## src/rtl/bsg_credit_return_batcher.sv

```systemverilog
// bsg_credit_return_batcher: batches locally freed credits into token groups
// returned over valid/ready, with a timeout bounding how long a credit waits.
module bsg_credit_return_batcher #(
  parameter int max_val_p = 1023,
  parameter int max_step_p = 1,
  parameter int batch_p = 4,
  parameter int timeout_p = 16,
  localparam int cw = $clog2(max_val_p + 1),
  localparam int sw = $clog2(max_step_p + 1),
  localparam int tw = $clog2(timeout_p + 1)
) (
  input  logic          clk_i,
  input  logic          reset_i,
  input  logic          credit_v_i,
  input  logic [sw-1:0] credit_cnt_i,
  input  logic          flush_i,
  output logic          tokens_v_o,
  output logic [cw-1:0] tokens_o,
  input  logic          ready_i,
  output logic [cw-1:0] outstanding_o,
  output logic          overflow_o
);
  typedef enum logic [1:0] {IDLE, ACCUM, OFFER} state_e;
  state_e state_q, state_d;
  logic [cw-1:0] pending_q, pending_d, tokens_q, tokens_d, arr_c;
  logic [tw-1:0] timer_q, timer_d;
  logic overflow_q, overflow_d, ovf, trig;
  logic [sw-1:0] arr;
  logic [31:0] tot;
  // arrivals that would push outstanding past max_val_p are clipped to fit
  assign arr = credit_v_i ? credit_cnt_i : '0;
  assign tot = 32'(pending_q) + 32'(tokens_q) + 32'(arr);
  assign ovf = tot > 32'(max_val_p);
  assign arr_c = ovf ? cw'(max_val_p) - pending_q - tokens_q : cw'(arr);
  assign trig = (pending_q >= cw'(batch_p)) | (timer_q == tw'(timeout_p - 1)) | flush_i;
  always_ff @(posedge clk_i)
    if (!reset_i) begin
      state_q    <= IDLE;
      pending_q  <= '0;
      tokens_q   <= '0;
      timer_q    <= '0;
      overflow_q <= 1'b0;
    end else begin
      state_q    <= state_d;
      pending_q  <= pending_d;
      tokens_q   <= tokens_d;
      timer_q    <= timer_d;
      overflow_q <= overflow_d;
    end
  always_comb begin
    state_d    = state_q;
    pending_d  = pending_q;
    tokens_d   = tokens_q;
    timer_d    = '0;
    overflow_d = overflow_q | ovf;
    case (state_q)
      IDLE: if (arr_c != '0) begin
        state_d   = ACCUM;
        pending_d = arr_c;
      end
      ACCUM: if (trig) begin
        state_d   = OFFER;
        tokens_d  = pending_q;
        pending_d = arr_c;
      end else begin
        pending_d = pending_q + arr_c;
        timer_d   = timer_q + tw'(1);
      end
      OFFER: begin
        pending_d = pending_q + arr_c;
        if (ready_i) begin
          tokens_d = '0;
          state_d  = (pending_d == '0) ? IDLE : ACCUM;
        end
      end
      default: state_d = IDLE;
    endcase
  end
  always_comb begin
    tokens_v_o    = state_q == OFFER;
    tokens_o      = tokens_v_o ? tokens_q : '0;
    outstanding_o = pending_q + tokens_q;
    overflow_o    = overflow_q;
  end
endmodule

```

## config.mk

```make
export PLATFORM = sky130hd
export DESIGN_NAME = bsg_credit_return_batcher
export DESIGN_NICKNAME = d
export VERILOG_FILES = /design/src/rtl/bsg_credit_return_batcher.sv
export SDC_FILE = /design/constraint.sdc
export NUM_CORES = 1
export LEC_CHECK = 0
export ABC_AREA = 1
export CORE_MARGIN = 8
export CORE_UTILIZATION = 40
export CTS_BUF_LIST = sky130_fd_sc_hd__clkbuf_4 sky130_fd_sc_hd__clkbuf_8
export DETAILED_ROUTE_END_ITERATION = 10
export GPL_TIMING_DRIVEN = 0
export SLEW_MARGIN = 20
export SYNTH_ARGS = -nofsm -noshare
export SYNTH_HDL_FRONTEND = slang
export SYNTH_SLANG_ARGS = --single-unit
```

## constraint.sdc

```tcl
create_clock -name clk_i -period 5.46 [get_ports clk_i]
set_clock_uncertainty 0.1 [all_clocks]
set_input_delay 0.546 -clock clk_i [delete_from_list [all_inputs] [get_ports clk_i]]
set_output_delay 0.546 -clock clk_i [all_outputs]
set_load 0.02 [all_outputs]
```

==> metrics list <==
* Outcome: finished clean
- Routability-driven placement finished with a final weighted congestion of between 0.9 and 1.
- The number of buffers and inverters on the critical path is 3.
- Wire length on met1: 3.48 mm
* Post-synthesis sequential area ratio: between 10% and 20%
- Net total in the final layout: roughly 520
- Cell type group with the largest total delay on the critical path: simple AND/OR/NAND/NOR gates
* WL per Instance: 12.8 um
* Share of the clock period used by the worst path: between 60% and 70%
- Cell seen most often among critical-path stages: sky130_fd_sc_hd__nand2_1
- In this run the critical register-to-register path is captured at state_q[0].
- Leak pwr: between 0.0015 and 0.002 uW
- Once detailed placement completed, the half-perimeter wirelength came to 6.25 mm.
- In this run, post-CTS hold repair placed 0 buffers.
- Total routing usage reported by global routing: between 10% and 20%
- # clock sinks: 28
* Post-CTS Setup Bufs: 0
* MaxCap Viol Count: 0
- Among all flip-flop cells after synthesis, the most frequent one is sky130_fd_sc_hd__dfxtp_1.
* Post-detailed-route DRC marker count: 0
- Critical Path, Cell by Cell: inv_1 > ha_1 > buf_6 > nand2_1 > nor3_2 > nand2_1 > nand2_2 > nand2_1 > nand2_1 > inv_1 > ha_1 > fa_1 > xor2_1 > nor3_1 > nand2_1 > nor2_1 > nand4_1 > nor2_1 > nand3_1 > nand2_1 > nand2_1 > nand2_1 > a21oi_1
- Area enclosed by the die boundary: between 10,000 and 15,000 um2
- Of all cell types, the one taking the most synthesized area is sky130_fd_sc_hd__dfxtp_1.
- The number of gates resized after CTS was 0.
- Share of synthesized flip-flops with an asynchronous set or reset: 0%
* Data arrival time at the worst-slack endpoint: around 3.8 ns
- Remaining antenna violation count after routing: 0
- The number of antenna violations at the first check in global routing was 0.
- Syn Inst Count: between 400 and 500
- Across all layers, the routed design uses approximately 2,800 vias.
- Distinct cells, synth: 35
* Fraction of layout instances using a drive strength above 1: 7.76%
- Setup total negative slack on the finished layout was measured at 0 ns.
- Setup slack on the critical path of the routed design comes to 1.72 ns.
- Yosys attributes the largest share of cell area to sky130_fd_sc_hd__dfxtp_1 19%, sky130_fd_sc_hd__ha_1 14%, sky130_fd_sc_hd__nand2_1 14%.
* Most frequent standard cell in the layout excluding fill and tap cells: sky130_fd_sc_hd__nand2_1
* I/O Pins: 28
- Root cell of the clock tree: sky130_fd_sc_hd__clkbuf_8
- The routed design uses roughly 270 um of met3 wire.
- Placed cell count: 572
- Average footprint of a synthesized cell: around 6.4 um2
- In this run the number of H-tree levels came out at 1.
- The via count of the first global-routing pass was around 2,800.
- Entering global routing, the biggest net connects 17 pins.
- Crit Path Class: register to register
- From synthesis to final layout, the design area changed by 16.2%.
- For the pin with the worst max-slew slack, the measured transition is a little under 0.7 ns.
- The startpoint identified for the worst register-to-register timing path is pending_q[7].
* Setup slack on the worst flop-to-flop path: around 1.7 ns
* Critical path data required time: around 5.5 ns
- 0 antenna diodes ended up in the layout.
- CTS tree: yes
- Total detailed-routing wirelength: 7.38 mm
* Crit end category: register
- Once layout is done, the placed cells without fillers occupy ~3300 um2.
* Shortest clock period the worst path allows after layout: approximately 3.7 ns
- The number of cells on the worst reg-to-reg path is 23.
* Number of synthesized register bits: 28
- Core Area: slightly above 7000 um2
* Overall die width: approximately 100 um
- Final hold analysis gives a worst-case slack of between 0.3 and 0.4 ns.
- Clock slew seen by the registers of the worst setup and hold paths: around 0.1 ns
- Peak clock frequency supported by timing: 268 MHz
- Synthesis produced a netlist with a net count of about 490.
- Buffers placed on the I/O ports in this run total 27.
- Crit-path max FO: 7
- Setup repair after global routing left no endpoint under its margin.
* Sequential cell area: 561 um2
- In the final layout, the multi-input gates occupy 1880 um2.
- Post-synthesis instance area: around 2900 um2
- PwrDens: roughly 410 nW/um2
- Highest Signal Layer: met4
- The critical path ends at state_q[0].
* Critical path's largest stage delay: 0.45 ns
- The number of endpoints with negative hold slack in the final report was 0.
- Initial Utilization: slightly above 40%
* Standard cell with the maximum stage delay on the critical path: sky130_fd_sc_hd__dfxtp_1
* Max_slew headroom: 54.4%
- Setup-failing EPs final: 0
- DR vias/cell: 4.84
* Maximum root-to-sink buffer count: 2
* Core Rows: 31
- The worst setup path is launched from a register.
* Type of the worst min-delay path: register to register
- Vertical extent of the die: around 100 um
* Starting DRT DRC Count: around 220
* Fraction of synthesized cell area taken by the top area cell type: approximately a fifth
- For this run, the number of Yosys warnings is 0.
- Count of cell instances traversed by the critical path: 23
* Most frequent cells in the layout: 104 x sky130_fd_sc_hd__nand2_1, 88 x sky130_fd_sc_hd__inv_1, 34 x sky130_fd_sc_hd__a21oi_1
- The placed instances occupy a cell area of approximately 3300 um2.
* Placement Setup Slack: about 1.7 ns
* Routed met2 length: ~3.5 mm
- Worst-Skew Late Latency: 0.28 ns
- The synthesized design contains 0 enable-type register cells.
- The count of final max-slew check failures came to 0.
- Once layout is complete, the cells apart from fillers number 576.
* Residual overflow from global routing: 0
* First-pass detailed-route iteration total: 4
- In this run the worst setup path begins at pending_q[7].
- Wire length of the first global-routing pass: between 10 and 15 mm
- Count of fill cells added during filler insertion: ~770
- Peak supply drop: ~0.00014 V
- In this run, CTS created clock tree buffers numbering 3.
[metrics by stage]
| step | total power, uW | util (%) |
|---|---|---|
| finish | 1380 | 47.1 |
| global placement | 1210 | 46.1 |
| floorplan | 950 | - |
| CTS | 1390 | 47.1 |
| global route | 1510 | 47.1 |
| detailed placement | 1220 | 46.1 |
[cell type report]
cell class / count / area share, %
Sequential cell: 28 / 16.8
Timing Repair Buffer: 27 / 8.09
Inverter: 93 / 10.4
Clock buffer: 3 / 1.24
Tap cell: 99 / 3.71
Multi-Input combinational cell: 313 / 56.1
Buffer: 12 / 2.70
Clock inverter: 1 / 0.899
[metal layers]
metal | GRT usage (%) | vias to the layer above
li1 | - | 1486
met1 | 18.8 | 1251
met2 | 26.8 | 43
met3 | 1.04 | 7
met4 | 5.35 | 0
met5 | 0 | -
[cells by family (layout without fill, tap and decap cells)]
| group | count (synthesis) | after routing | synth area share (%) |
|---|---|---|---|
| and+or+nand+nor | 185 | 185 | 29.2 |
| buffers and inverters | 105 | 136 | 15.3 |
| AOI/OAI and AO/OA | 79 | 79 | 16.0 |
| adders and majority gates | 35 | 35 | 15.8 |
| DFF | 28 | 28 | 19.5 |
| xor gates and xnor gates | 14 | 14 | 4.26 |
[where the power goes]
part           leakage, uW  internal [uW]  switching, uW
sequential        0.000229            249           52.3
clock            0.0000357           98.2           68.0
combinational      0.00151            354            558
[cell usage after synthesis (3+ instances only)]
master                     instances
sky130_fd_sc_hd__nand2_1         104
sky130_fd_sc_hd__inv_1            88
sky130_fd_sc_hd__a21oi_1          34
sky130_fd_sc_hd__ha_1             33
sky130_fd_sc_hd__dfxtp_1          28
sky130_fd_sc_hd__nor2_1           28
sky130_fd_sc_hd__nand3_1          19
sky130_fd_sc_hd__o21ai_0          16
sky130_fd_sc_hd__xor2_1           12
sky130_fd_sc_hd__nand4_1          11
sky130_fd_sc_hd__a211oi_1          8
sky130_fd_sc_hd__o22ai_1           8
sky130_fd_sc_hd__buf_6             6
sky130_fd_sc_hd__clkbuf_1          6
sky130_fd_sc_hd__nand2_2           5
sky130_fd_sc_hd__inv_2             4
sky130_fd_sc_hd__nand3_2           4
sky130_fd_sc_hd__nor3_2            3
sky130_fd_sc_hd__o21ai_2           3
[worst min-delay path by stage]
stage                      end  slack [ns]  startpoint  depth (start not counted)
floorplan           timer_q[0]        0.32  timer_q[0]                          1
global placement    timer_q[0]        0.33  timer_q[0]                          1
detailed placement  timer_q[0]        0.35  timer_q[0]                          1
CTS                 timer_q[0]        0.37  timer_q[0]                          1
global route        timer_q[0]        0.39  timer_q[0]                          1
finish              timer_q[0]        0.37  timer_q[0]                          1
[flip-flops by register name, summed over array words and instances (netlist names)]
| signal | flops |
|---|---|
| pending_q | 10 |
| tokens_q | 10 |
| timer_q | 5 |
| state_q | 2 |
| overflow_o | 1 |
Note: power is estimated with default switching activity, not from simulation.
